==> config.mk <==
export PLATFORM = sky130hd
export DESIGN_NAME = pc_sequencer
export DESIGN_NICKNAME = d
export VERILOG_FILES = /design/src/rtl/pc_seq_pkg.sv /design/src/rtl/pc_ras.sv /design/src/rtl/pc_sequencer.sv
export SDC_FILE = /design/constraint.sdc
export NUM_CORES = 1
export LEC_CHECK = 0
export ABC_AREA = 1
export ABC_CLOCK_PERIOD_IN_PS = 3790
export BUFFER_PORTS_ARGS = -buffer_cell sky130_fd_sc_hd__buf_4
export CAP_MARGIN = 20
export CORE_ASPECT_RATIO = 1.5
export CORE_UTILIZATION = 40
export CTS_BUF_LIST = sky130_fd_sc_hd__clkbuf_8
export CTS_CLUSTER_DIAMETER = 60
export DETAILED_ROUTE_END_ITERATION = 8
export GPL_TIMING_DRIVEN = 0
export PLACE_DENSITY = 0.63
export SLEW_MARGIN = 20
export SYNTH_ARGS = -nofsm -noshare
export SYNTH_HDL_FRONTEND = slang
export SYNTH_SLANG_ARGS = --single-unit
==> constraint.sdc <==
create_clock -name CLK -period 3.79 [get_ports CLK]
set_input_delay 0.5685 -clock CLK [delete_from_list [all_inputs] [get_ports CLK]]
set_output_delay 0.5685 -clock CLK [all_outputs]
set_load 0.1 [all_outputs]
==> src/rtl/pc_seq_pkg.sv <==
// -----------------------------------------------------------------------------
// pc_seq_pkg
// Purpose : Shared definitions for the PC sequencer block: the branch-mode
//           encoding driven by the control unit and its field width.
// Ports   : (package, no ports)
// -----------------------------------------------------------------------------
package pc_seq_pkg;

  localparam int BR_MODE_W = 3;

  // Branch-mode encoding; codes 6 and 7 are unused and behave as BR_NONE.
  typedef enum logic [BR_MODE_W-1:0] {
    BR_NONE = 3'd0,
    BR_BEQ  = 3'd1,
    BR_BNE  = 3'd2,
    BR_J    = 3'd3,
    BR_CALL = 3'd4,
    BR_RET  = 3'd5
  } brMode_e;

endpackage

==> src/rtl/pc_ras.sv <==
// -----------------------------------------------------------------------------
// pc_ras
// Purpose : Circular return-address stack. A push when full overwrites the
//           oldest entry, so later pops only see the newest RAS_DEPTH values.
// Ports   : CLK       - clock, rising edge
//           RESET     - synchronous active-high reset (pointer/count only)
//           push      - write push_data on top of stack
//           pop       - discard top of stack (ignored when empty)
//           push_data - return address to store
//           top       - most recently pushed valid entry
//           count     - number of valid entries (0..RAS_DEPTH)
//           empty     - count == 0
//           full      - count == RAS_DEPTH
// -----------------------------------------------------------------------------
module pc_ras #(
  parameter int PC_WIDTH  = 32,
  parameter int RAS_DEPTH = 4
) (
  input  logic                         CLK,
  input  logic                         RESET,
  input  logic                         push,
  input  logic                         pop,
  input  logic [PC_WIDTH-1:0]          push_data,
  output logic [PC_WIDTH-1:0]          top,
  output logic [$clog2(RAS_DEPTH):0]   count,
  output logic                         empty,
  output logic                         full
);

  localparam int PTR_W = $clog2(RAS_DEPTH);
  localparam int CNT_W = PTR_W + 1;

  logic [PC_WIDTH-1:0] r_stack [RAS_DEPTH];
  logic [PTR_W-1:0]    r_ptr;
  logic [CNT_W-1:0]    r_count;
  logic [PTR_W-1:0]    w_topIdx;

  // The pointer names the next free slot; the top is the slot just below it.
  // Power-of-two depth lets the pointer wrap naturally onto the oldest entry.
  assign w_topIdx = r_ptr - PTR_W'(1);
  assign top      = r_stack[w_topIdx];
  assign count    = r_count;
  assign empty    = (r_count == '0);
  assign full     = (r_count == CNT_W'(RAS_DEPTH));

  // Storage array carries no reset: entries are only visible through count.
  always_ff @(posedge CLK) begin
    if (push) begin
      r_stack[r_ptr] <= push_data;
    end
  end

  // Pointer and occupancy; count saturates at RAS_DEPTH on overwrite.
  always_ff @(posedge CLK) begin
    if (RESET) begin
      r_ptr   <= '0;
      r_count <= '0;
    end else if (push) begin
      r_ptr <= r_ptr + PTR_W'(1);
      if (!full) begin
        r_count <= r_count + CNT_W'(1);
      end
    end else if (pop && !empty) begin
      r_ptr   <= w_topIdx;
      r_count <= r_count - CNT_W'(1);
    end
  end

endmodule

==> src/rtl/pc_sequencer.sv <==
// -----------------------------------------------------------------------------
// pc_sequencer
// Purpose : Registered program counter with next-PC selection for sequential
//           flow, BEQ, BNE, J, CALL and RET, backed by a return-address stack.
//           Everything holds while busywait is high; RESET overrides all.
// Ports   : CLK           - clock, rising edge
//           RESET         - synchronous active-high reset
//           busywait      - memory stall, freezes all state
//           br_mode       - branch mode (see pc_seq_pkg)
//           zero          - ALU zero flag for BEQ/BNE
//           offset        - signed word offset
//           pc            - current PC
//           pc_plus4      - pc + 4
//           redirect      - one cycle after a non-sequential PC load
//           ras_count     - valid RAS entries
//           ras_overflow  - sticky, CALL with RAS full
//           ras_underflow - sticky, RET with RAS empty
// -----------------------------------------------------------------------------
module pc_sequencer
  import pc_seq_pkg::*;
#(
  parameter int                   PC_WIDTH     = 32,
  parameter int                   OFFSET_WIDTH = 8,
  parameter int                   RAS_DEPTH    = 4,
  parameter logic [PC_WIDTH-1:0]  RESET_VECTOR = '0
) (
  input  logic                         CLK,
  input  logic                         RESET,
  input  logic                         busywait,
  input  logic [BR_MODE_W-1:0]         br_mode,
  input  logic                         zero,
  input  logic [OFFSET_WIDTH-1:0]      offset,
  output logic [PC_WIDTH-1:0]          pc,
  output logic [PC_WIDTH-1:0]          pc_plus4,
  output logic                         redirect,
  output logic [$clog2(RAS_DEPTH):0]   ras_count,
  output logic                         ras_overflow,
  output logic                         ras_underflow
);

  logic [PC_WIDTH-1:0] r_pc;
  logic                r_redirect;
  logic                r_overflow;
  logic                r_underflow;

  logic [PC_WIDTH-1:0] w_pcPlus4;
  logic [PC_WIDTH-1:0] w_offsetExt;
  logic [PC_WIDTH-1:0] w_target;
  logic [PC_WIDTH-1:0] w_nextPc;
  logic [PC_WIDTH-1:0] w_rasTop;
  logic                w_taken;
  logic                w_callReq;
  logic                w_retReq;
  logic                w_underflowEvt;
  logic                w_advance;
  logic                w_push;
  logic                w_pop;
  logic                w_rasEmpty;
  logic                w_rasFull;

  // Word offset is sign-extended then scaled to bytes; all sums wrap silently.
  assign w_pcPlus4   = r_pc + PC_WIDTH'(4);
  assign w_offsetExt = {{(PC_WIDTH-OFFSET_WIDTH){offset[OFFSET_WIDTH-1]}}, offset};
  assign w_target    = w_pcPlus4 + (w_offsetExt << 2);
  assign w_advance   = !busywait;
  assign w_push      = w_callReq && w_advance;
  assign w_pop       = w_retReq && w_advance;

  // Next-PC selection. w_taken marks any load that is not pc+4, which is
  // exactly what redirect reports on the following cycle.
  always_comb begin
    w_nextPc       = w_pcPlus4;
    w_taken        = 1'b0;
    w_callReq      = 1'b0;
    w_retReq       = 1'b0;
    w_underflowEvt = 1'b0;
    case (br_mode)
      BR_BEQ: begin
        if (zero) begin
          w_nextPc = w_target;
          w_taken  = 1'b1;
        end
      end
      BR_BNE: begin
        if (!zero) begin
          w_nextPc = w_target;
          w_taken  = 1'b1;
        end
      end
      BR_J: begin
        w_nextPc = w_target;
        w_taken  = 1'b1;
      end
      BR_CALL: begin
        w_nextPc  = w_target;
        w_taken   = 1'b1;
        w_callReq = 1'b1;
      end
      BR_RET: begin
        if (!w_rasEmpty) begin
          w_nextPc = w_rasTop;
          w_taken  = 1'b1;
          w_retReq = 1'b1;
        end else begin
          w_underflowEvt = 1'b1;
        end
      end
      default: begin
      end
    endcase
  end

  // Return-address stack; push/pop are already gated by the stall.
  pc_ras #(
    .PC_WIDTH  (PC_WIDTH),
    .RAS_DEPTH (RAS_DEPTH)
  ) u_ras (
    .CLK       (CLK),
    .RESET     (RESET),
    .push      (w_push),
    .pop       (w_pop),
    .push_data (w_pcPlus4),
    .top       (w_rasTop),
    .count     (ras_count),
    .empty     (w_rasEmpty),
    .full      (w_rasFull)
  );

  // PC, redirect and sticky flags advance together only when not stalled.
  always_ff @(posedge CLK) begin
    if (RESET) begin
      r_pc        <= RESET_VECTOR;
      r_redirect  <= 1'b0;
      r_overflow  <= 1'b0;
      r_underflow <= 1'b0;
    end else if (w_advance) begin
      r_pc       <= w_nextPc;
      r_redirect <= w_taken;
      if (w_push && w_rasFull) begin
        r_overflow <= 1'b1;
      end
      if (w_underflowEvt) begin
        r_underflow <= 1'b1;
      end
    end
  end

  assign pc            = r_pc;
  assign pc_plus4      = w_pcPlus4;
  assign redirect      = r_redirect;
  assign ras_overflow  = r_overflow;
  assign ras_underflow = r_underflow;

endmodule

Word level (Yosys, flattened, before mapping)
Memories as Yosys holds them, arrays and structs flattened.
Cells that the tools add are included.
{"block": "totals", "ff_bits": 40, "ram_bits": 128, "in_bits": 15, "out_inout_bits": 70, "wordCells": 52, "memories": 1}
{"memory": "u_ras.r_stack", "depth": 4, "word_bits": 32, "rd": 1, "rd_ports_with_merged_regs": 0, "write_ports": 1, "line_no": "pc_ras.sv:33", "rtl": "logic [PC_WIDTH-1:0] r_stack [RAS_DEPTH];"}
{"block": "classes", "addsub": 6, "n_eq_ne": 7, "muxes": 19, "n_bitwise": 1, "reduce_logical": 12}
{"cell": "one-hot mux 32 bit (4 select lines)", "n": 1}
{"cell": "2-to-1 mux 32 bit", "n": 3}
{"cell": "adder 32 x 3 -> 32 bit (second input constant)", "n": 1}
{"cell": "adder 32 bit", "n": 1}
{"cell": "equality test 3 bit (second input constant)", "n": 3}
{"cell": "2-to-1 mux 1 bit", "n": 9}
{"cell": "2-to-1 mux 3 bit", "n": 3}
{"cell": "equality test 3 x 2 -> 1 bit (second input constant)", "n": 2}
{"cell": "AND reduction 2 bit", "n": 3}
{"cell": "logical AND 1 bit", "n": 4}
{"cell": "2-to-1 mux 2 bit", "n": 2}
{"cell": "one-hot mux 1 bit (4 select lines)", "n": 1}
{"cell": "adder 3 x 1 -> 3 bit (second input constant)", "n": 1}
{"cell": "equality test 3 x 1 -> 1 bit (second input constant)", "n": 1}
{"cell": "zero test 3 bit", "n": 1}
{"cell": "subtractor 3 x 1 -> 3 bit (second input constant)", "n": 1}
{"cell": "adder 2 x 1 -> 2 bit (second input constant)", "n": 1}
{"cell": "zero test 1 bit", "n": 2}
{"cell": "!= test 2 bit (second input constant)", "n": 1}
{"cell": "nonzero test 2 bit", "n": 1}
{"cell": "OR reduction 2 bit", "n": 1}
{"cell": "subtractor 2 x 1 -> 2 bit (second input constant)", "n": 1}
{"cell": "NOT 1 bit", "n": 1}

Depth between registers and ports, before layout
Gate-level depths: netlist of run 1.
{"block": "depth", "word_depth": 7, "ltp_mapped": 23, "ltp_nobuf": 23}

Modules after synthesis
From an unflattened synthesis of run 1, not the netlist that was laid out.
{"block": "hier_totals", "cells_unflattened": 1255, "area_unflattened_um2": 9995.8}
{"module": "pc_ras", "instances": 1, "cells_each": 372, "area_each_um2": 5128.7, "seq_area_each_um2": 3943.8}
{"module": "pc_sequencer", "instances": 1, "cells_each": 883, "area_each_um2": 4867.2, "seq_area_each_um2": 700.7}

Least setup slack after synthesis of run 1
Ideal clock, no wire load.
{"block": "synth_timing", "kind": "register to register", "from": "reg r_pc[2] (netlist: pc[2])", "to": "reg r_pc[30] (netlist: pc[30])", "setup_ps": 71, "arrival_ps": 5028, "required_time_ps": 3719, "path_slack_ps": -1309, "stages_incl_launch_ff": 20, "n_path_buf": 0, "period_less_slack_ps": 5099, "cell_sequence": "dfxtp_1 > ha_1 > nand3_1 > nor2_1 > nand3_1 > xnor2_1 > ha_1 > nand2_1 > inv_1 > nand2_1 > nand2_1 > nand2_1 > nand2_1 > a21oi_1 > nand2_1 > nand2_1 > nand3_1 > nand2_1 > nand2_1 > a21oi_1"}
{"block": "synth_via", "elab_chain_len": 4, "word_cells_on_any_way": 6, "cone_classes": "2 x add/sub; 4 x mux"}
{"element": "start: declaration", "line_no": "pc_sequencer.sv:41", "rtl": "logic [PC_WIDTH-1:0] r_pc;"}
{"element": "start signal: assignment", "line_no": "pc_sequencer.sv:137", "rtl": "r_pc <= w_nextPc;"}
{"element": "adder 32 x 3 -> 32 bit (*)", "line_no": "pc_sequencer.sv:62", "rtl": "assign w_pcPlus4 = r_pc + PC_WIDTH'(4);"}
{"element": "via pc_plus4[16]", "line_no": "pc_sequencer.sv:34", "rtl": "output logic [PC_WIDTH-1:0] pc_plus4,"}
{"element": "adder 32 bit (*)", "line_no": "pc_sequencer.sv:64", "rtl": "assign w_target = w_pcPlus4 + (w_offsetExt << 2);"}
{"element": "2-to-1 mux 32 bit, on equally long branches", "line_no": "pc_sequencer.sv:85, pc_sequencer.sv:79"}
{"element": "one-hot mux 32 bit (4 select lines) (*)", "line_no": "pc_sequencer.sv:77", "rtl": "case (br_mode)"}
The timed path passes the listed nets; every way through them passes the cells marked *.
A chain may end at the register's enable or synchronous reset.

Worst setup path in the final report of run 1
{"block": "layout_timing", "from": "reg r_pc[2] (netlist: pc[2])", "to": "reg r_pc[28] (netlist: pc[28])"}
{"block": "layout_via", "elab_chain_len": 4, "word_cells_on_any_way": 6, "cone_classes": "2 x add/sub; 4 x mux"}
{"element": "adder 32 x 3 -> 32 bit (*)", "line_no": "pc_sequencer.sv:62"}
{"element": "adder 32 bit", "line_no": "pc_sequencer.sv:64"}
{"element": "2-to-1 mux 32 bit, on equally long branches", "line_no": "pc_sequencer.sv:85, pc_sequencer.sv:79"}
{"element": "one-hot mux 32 bit (4 select lines) (*)", "line_no": "pc_sequencer.sv:77"}
Every way passes the cells marked *; elsewhere a longest branch is shown, timed or not.

==> run summary, run 1 <==
Synth Register Bits - 168
Synthesis Warnings - 0
Final ANT Viol Nets - 0
Seq/Total Area, Yosys - 46.1%
fin cells - 1713
Clock Sink Count - 168
worst ir drop on vdd - 0.000213 V
Seq pwr share - 45.3%
core area - 24500 um2
CP Launch Point - pc[2]
vias per cell - 5.42
clock slew at reported path FFs - 100 ps
Syn Std Cell Area - 10100 um2
RSZ-0062 raised after global routing - true
Critical R2R Launch - pc[2]
Power Dens Cells - 384 nW/um2
Synth cell types - 40
final hold vios - 0
H-tree depth - 4
die footprint - 25800 um2
synthesized instance count - 1271
Worst Skew - 21.6 ps
drt first pass iters - 5
max_cap viols - 0
P_leak - 0.00519 uW
largest fanout on the critical path - 8
Worst R2R Setup Slack - 210 ps
Clock Tree Buf Depth - 2
placed instance count - 1681
worst r2r path cells - 15
area grow syn2layout - 18.1%
post-synth net total - 1330
1st-iter DRT viols - 699
Startpoint Class - register
Comb power frac - 25.0%
Worst setup endpoint - pc[28]
Root Driver - clkbuf_8
sw frac - 36.2%
DR vias - 9287
gpl congestion - 0.972
Clock Latency Late Sink - 470 ps
CTS tree - done
number of port buffers - 82
number of global-route vias before repair - 9072
Tightest Pin Transition - 698 ps
Max-Slew Margin vs Limit - 53.5%
diode count - 0
GRT Total Usage - 27.4%
kind of critical path - reg -> reg
Final Critical Period - 3580 ps
post-DR wirelength/cell - 20.2 um
total negative setup slack - 0 ps
Sw Pwr - 1650 uW
Req. time, crit path - 4160 ps
Nets - 1435
Syn Area/Cell - 7.93 um2
final period utilization - 94.3%
CP Capture Type - register
cell row count - 70
worst min path class - reg -> reg
DP Wirelength - 26400 um
PostCTS Resize Cnt - 0
io pins - 85
P_int - 2910 uW
DRC viols - 0
total wire length - 34500 um
max frequency - 280 MHz
layout cell share with drive strength beyond 1 - 15.3%
Die Y - 196 um
total CTS buffers - 17
status - finished, final reports clean
clock power share - 29.7%
largest net degree at the start of global routing - 33
Die X - 132 um
first-pass GRT wire length - 52300 um
Slew Viols, Final - 0
Initial Util - 41.1%
FF-to-FF End - pc[28]
Worst EP arrival - 3950 ps
number of setup buffers added after CTS - 0
initial antenna violation count - 0
remaining global-route overflow - 0
# hold bufs at CTS - 0
endpoints failing setup - 0
cells by family after synthesis:
family | Yosys count | share of synthesized area (%)
compound gates | 214 | 12.3
flops | 168 | 46.1
simple gates | 614 | 25.6
xor+xnor | 30 | 2.61
buf+inv | 201 | 7.86
fa+ha+maj | 44 | 5.61
cells in the final DEF, fill, tap and decap left out, drive strengths merged:
| master | count |
|---|---|
| xnor2 | 14 |
| ha | 42 |
| nor2 | 135 |
| nand3 | 69 |
| clkinv | 2 |
| edfxtp | 128 |
| buf | 104 |
| a22oi | 11 |
| o22ai | 21 |
| a31oi | 5 |
| nand3b | 9 |
| bufinv | 2 |
| or2 | 1 |
| nand4 | 9 |
| clkbuf | 36 |
| o21ai | 65 |
| a21o | 4 |
| a21oi | 86 |
| a32o | 5 |
| nor3 | 13 |
| clkinvlp | 2 |
| a221oi | 4 |
| dfxtp | 40 |
| o21bai | 4 |
| nor3b | 2 |
| a221o | 4 |
| and2 | 2 |
| a211oi | 3 |
| inv | 173 |
| nand2 | 374 |
| o221ai | 2 |
| xor2 | 16 |
| fa | 2 |
routing by layer:
layer	global-route usage [%]	vias up	part of all wire, %
met5	0	-	0
met4	17.5	0	6.1
met3	2.88	101	5.8
met2	47.4	353	49
met1	32.3	4407	39
li1	-	4426	-
worst max-delay path: stages (launching register included):
cell and delay, ps:
dfxtp_2 440, ha_1 180, nand3_1 230, nor3_1 580
xor2_4 260, ha_1 410, nand2_1 110, nor2_1 240
nor3b_1 370, nand3_1 170, nand2_1 100, nand2_1 50
nand3_1 120, nand3_1 100, nand2_1 70, inv_1 40
flip-flops by register name, indices dropped and copies added (netlist names):
name,cells
ras_overflow,1
pc,32
redirect,1
ras_underflow,1
u_ras.r_ptr,2
u_ras.count,3
u_ras.r_stack,128
power groups by stage:
stage	Sequential (uW)	Combinational [uW]	Clock, uW
2_1_floorplan	2260	649	0
3_3_place_gp	2110	1110	0
3_5_place_dp	2110	1120	0
4_1_cts	2070	1130	1360
5_1_grt	2070	1220	1430
6_report	2070	1140	1360
through the flow:
stage / power, uW / worst slack (ps) / utilization, % / cell area (um2) / hold slack, ps
2_1_floorplan: 2910 / 12.6 / - / 10300 / 490
4_1_cts: 4550 / 71.2 / 48.5 / 11900 / 496
3_3_place_gp: 3220 / -647 / 46.2 / 11300 / 460
5_1_grt: 4730 / -45.1 / 48.5 / 11900 / 523
6_report: 4560 / 215 / 48.5 / 11900 / 497
3_5_place_dp: 3230 / 120 / 46.8 / 11500 / 471
Yosys cell counts (all sizes together):
| master | instances | area share [%] |
|---|---|---|
| dfxtp | 40 | 7.9 |
| nand4 | 9 | 0.56 |
| a32o | 5 | 0.50 |
| o21ai | 65 | 3.3 |
| inv | 164 | 6.1 |
| o221ai | 2 | 0.17 |
| nor3 | 13 | 0.70 |
| nand3b | 9 | 0.67 |
| a21o | 4 | 0.30 |
| and2 | 2 | 0.12 |
| xor2 | 16 | 1.4 |
| edfxtp | 128 | 38 |
| a22oi | 11 | 0.82 |
| a211oi | 3 | 0.22 |
| nor2 | 135 | 5.6 |
| nand2 | 374 | 14 |
| o22ai | 21 | 1.3 |
| o21bai | 4 | 0.30 |
| xnor2 | 14 | 1.2 |
| nor3b | 2 | 0.15 |
| nand3 | 69 | 3.5 |
| a21oi | 86 | 4.3 |
| a221o | 4 | 0.40 |
| fa | 2 | 0.40 |
| clkbuf | 19 | 0.71 |
| ha | 42 | 5.2 |
| buf | 18 | 1.0 |
| or2 | 1 | 0.062 |
| a221oi | 4 | 0.35 |
| a31oi | 5 | 0.31 |
worst min-delay path by stage:
stage / to / start / cells past startpoint
6_report: ras_underflow / ras_underflow / 2
5_1_grt: redirect / redirect / 2
4_1_cts: ras_underflow / ras_underflow / 2
3_5_place_dp: ras_underflow / ras_underflow / 2
3_3_place_gp: ras_overflow / ras_overflow / 2
2_1_floorplan: u_ras.r_ptr[1] / u_ras.r_ptr[1] / 2
final cells by class:
type | count | area, um2
plain buffers | 37 | 176
inverters | 164 | 616
clock inverters | 15 | 181
fillers | 2456 | 12600
clock buffers | 17 | 234
well taps | 324 | 405
multi-input cells | 902 | 4900
repair buffers | 86 | 718
flip-flops and latches | 168 | 4670
Note: power is estimated with default switching activity, not from simulation.
==> inputs of run 2 (changes only) <==
--- a/config.mk
+++ b/config.mk
@@ -16,6 +16,7 @@
 export DETAILED_ROUTE_END_ITERATION = 8
 export GPL_TIMING_DRIVEN = 0
 export PLACE_DENSITY = 0.63
+export SETUP_SLACK_MARGIN = 0.5
 export SLEW_MARGIN = 20
 export SYNTH_ARGS = -nofsm -noshare
 export SYNTH_HDL_FRONTEND = slang
==> run summary, run 2 (synthesis results as in run 1) <==
drt first pass iters - 5 (unchanged)
Req. time, crit path - 4190 ps (was 4160 ps)
io pins - 85 (unchanged)
P_leak - 0.00547 uW (was 0.00519 uW)
Clock Sink Count - 168 (unchanged)
most common cell after layout, fill and taps aside - nand2_1 (unchanged)
Slew Viols, Final - 0 (unchanged)
max frequency - 314 MHz (was 280 MHz)
worst min path class - reg -> reg (unchanged)
largest net degree at the start of global routing - 33 (unchanged)
RSZ-0062 raised after global routing - true (unchanged)
clock power share - 31.8% (was 29.7%)
GRT Total Usage - 27.4% (about the same)
number of global-route vias before repair - 9012 (was 9072)
DRC viols - 0 (unchanged)
Clock Latency Late Sink - 470 ps (about the same)
1st-iter DRT viols - 612 (was 699)
leading cell types in the layout, fill and taps excluded - nand2_1, inv_1, edfxtp_1 (unchanged)
pre-CTS setup slack - 413 ps (was 120 ps)
CP Capture Type - register (unchanged)
gpl congestion - 0.979 (was 0.972)
Top Metal Used - met4 (unchanged)
Seq pwr share - 43.1% (was 45.3%)
Clock Tree Buf Depth - 2 (unchanged)
Final Critical Period - 3190 ps (was 3580 ps)
initial antenna violation count - 0 (unchanged)
die footprint - 25800 um2 (unchanged)
met2 WL post-DR - 17300 um (was 16800 um)
DP Wirelength - 26700 um (was 26400 um)
worst ir drop on vdd - 0.000218 V (was 0.000213 V)
cell row count - 70 (unchanged)
final period utilization - 84.1% (was 94.3%)
post-DR wirelength/cell - 20.0 um (was 20.2 um)
final hold vios - 0 (unchanged)
layout cell share with drive strength beyond 1 - 22.3% (was 15.3%)
Sw Pwr - 1650 uW (about the same)
clock slew at reported path FFs - 100 ps (about the same)
largest fanout on the critical path - 6 (was 8)
vias per cell - 5.38 (was 5.42)
DR vias - 9380 (was 9287)
Die Y - 196 um (unchanged)
Fin Hold WS - 489 ps (was 497 ps)
number of port buffers - 82 (unchanged)
CTS tree - done (unchanged)
Worst Skew - 11.8 ps (was 21.6 ps)
Nets - 1467 (was 1435)
max FFs per register - 128 (unchanged)
met3 routed WL - 1600 um (was 2010 um)
Die X - 132 um (unchanged)
max_cap viols - 0 (unchanged)
Worst EP arrival - 3590 ps (was 3950 ps)
area grow syn2layout - 25.8% (was 18.1%)
Final WS setup - 602 ps (was 215 ps)
core area - 24500 um2 (unchanged)
Initial Util - 41.1% (unchanged)
Power Dens Cells - 378 nW/um2 (was 384 nW/um2)
status - finished, final reports clean (unchanged)
P_int - 3140 uW (was 2910 uW)
diode count - 0 (unchanged)
H-tree depth - 4 (unchanged)
total CTS buffers - 17 (unchanged)
first-pass GRT wire length - 52000 um (was 52300 um)
remaining global-route overflow - 0 (unchanged)
Tightest Pin Transition - 774 ps (was 698 ps)
Root Driver - clkbuf_8 (unchanged)
total wire length - 34900 um (was 34500 um)
Final ANT Viol Nets - 0 (unchanged)
Startpoint Class - register (unchanged)
total negative setup slack - 0 ps (unchanged)
Top reg by flops - u_ras.r_stack (unchanged)
# hold bufs at CTS - 0 (unchanged)
endpoints failing setup - 0 (unchanged)
kind of critical path - reg -> reg (unchanged)
Max-Slew Margin vs Limit - 48.3% (was 53.5%)
wl on met1 - 14000 um (was 13600 um)
Comb power frac - 25.2% (was 25.0%)
sw frac - 34.5% (was 36.2%)
==> run 2: changes by cell type in the layout (fill, tap and decap cells not counted), moves of 6 or more <==
cell     change
dfxtp_2     -16
inv_1       -12
nand2_1      -9
nor2_2       +7
nor2_1      -14
dfxtp_1      -7
buf_4       +32
nand2_2      +6
ha_1        -12
nor2_4       +7
dfxtp_4     +23
ha_4        +10
==> run 2: power groups by stage <==
stage               combinational (uW)  sequential, uW  clock, uW
finish                            1210            2060       1520
CTS                               1160            2060       1530
global placement                  1140            2100          0
global route                      1290            2070       1600
detailed placement                1150            2100          0
floorplan                          677            2260          0
==> run 2: layer usage <==
metal  track usage (%)  up-vias
li1                  -     4489
met1              32.3     4436
met2              48.3      358
met3              2.80       97
met4              16.2        0
met5                 0        -
==> run 2: worst max-delay path, stage by stage, from the launching register on <==
cell,delay [ps]
dfxtp_4,420
nand2_1,90
nor2_2,210
nand2_1,160
nor3_4,240
xnor2_2,160
clkinvlp_4,210
ha_1,400
a21oi_2,190
nand2_1,100
inv_1,60
nand2_1,70
a21oi_1,170
nand2_1,80
nand2_1,60
nand3_1,190
nand2_1,120
nand2_1,60
a21oi_1,100
==> run 2: worst paths after layout <==
path	to	from	depth (start not counted)	slack [ps]
worst max register to register	pc[30]	pc[17]	18	600
worst min register to register	ras_overflow	ras_overflow	2	490
worst min-delay path	ras_overflow	ras_overflow	2	490
worst max-delay path	pc[30]	pc[17]	18	600
==> run 2: layout make-up <==
class	count	area [um2]
fillers	2383	11800
multi-input cells	902	5300
flip-flops and latches	168	4740
repair buffers	118	938
inverters	164	644
well taps	324	405
clock inverters	15	238
clock buffers	17	234
plain buffers	37	178
==> run 2: what timing repair did <==
item,in CTS,in global routing
buffers inserted,7,25
resized for setup,4,33
gates cloned,0,0
endpoints found under the setup margin,8,18
pin swaps,2,9
==> run 2: through the flow <==
stage | std cells | util, % | power [uW] | area (um2)
after CTS | 1720 | 50.3 | 4750 | 12300
final | 1745 | 51.7 | 4790 | 12700
after global placement | 1677 | 47.7 | 3250 | 11700
after detailed placement | 1681 | 48.1 | 3260 | 11800
after global routing | 1745 | 51.7 | 4950 | 12700
after floorplan | 1271 | - | 2930 | 10700
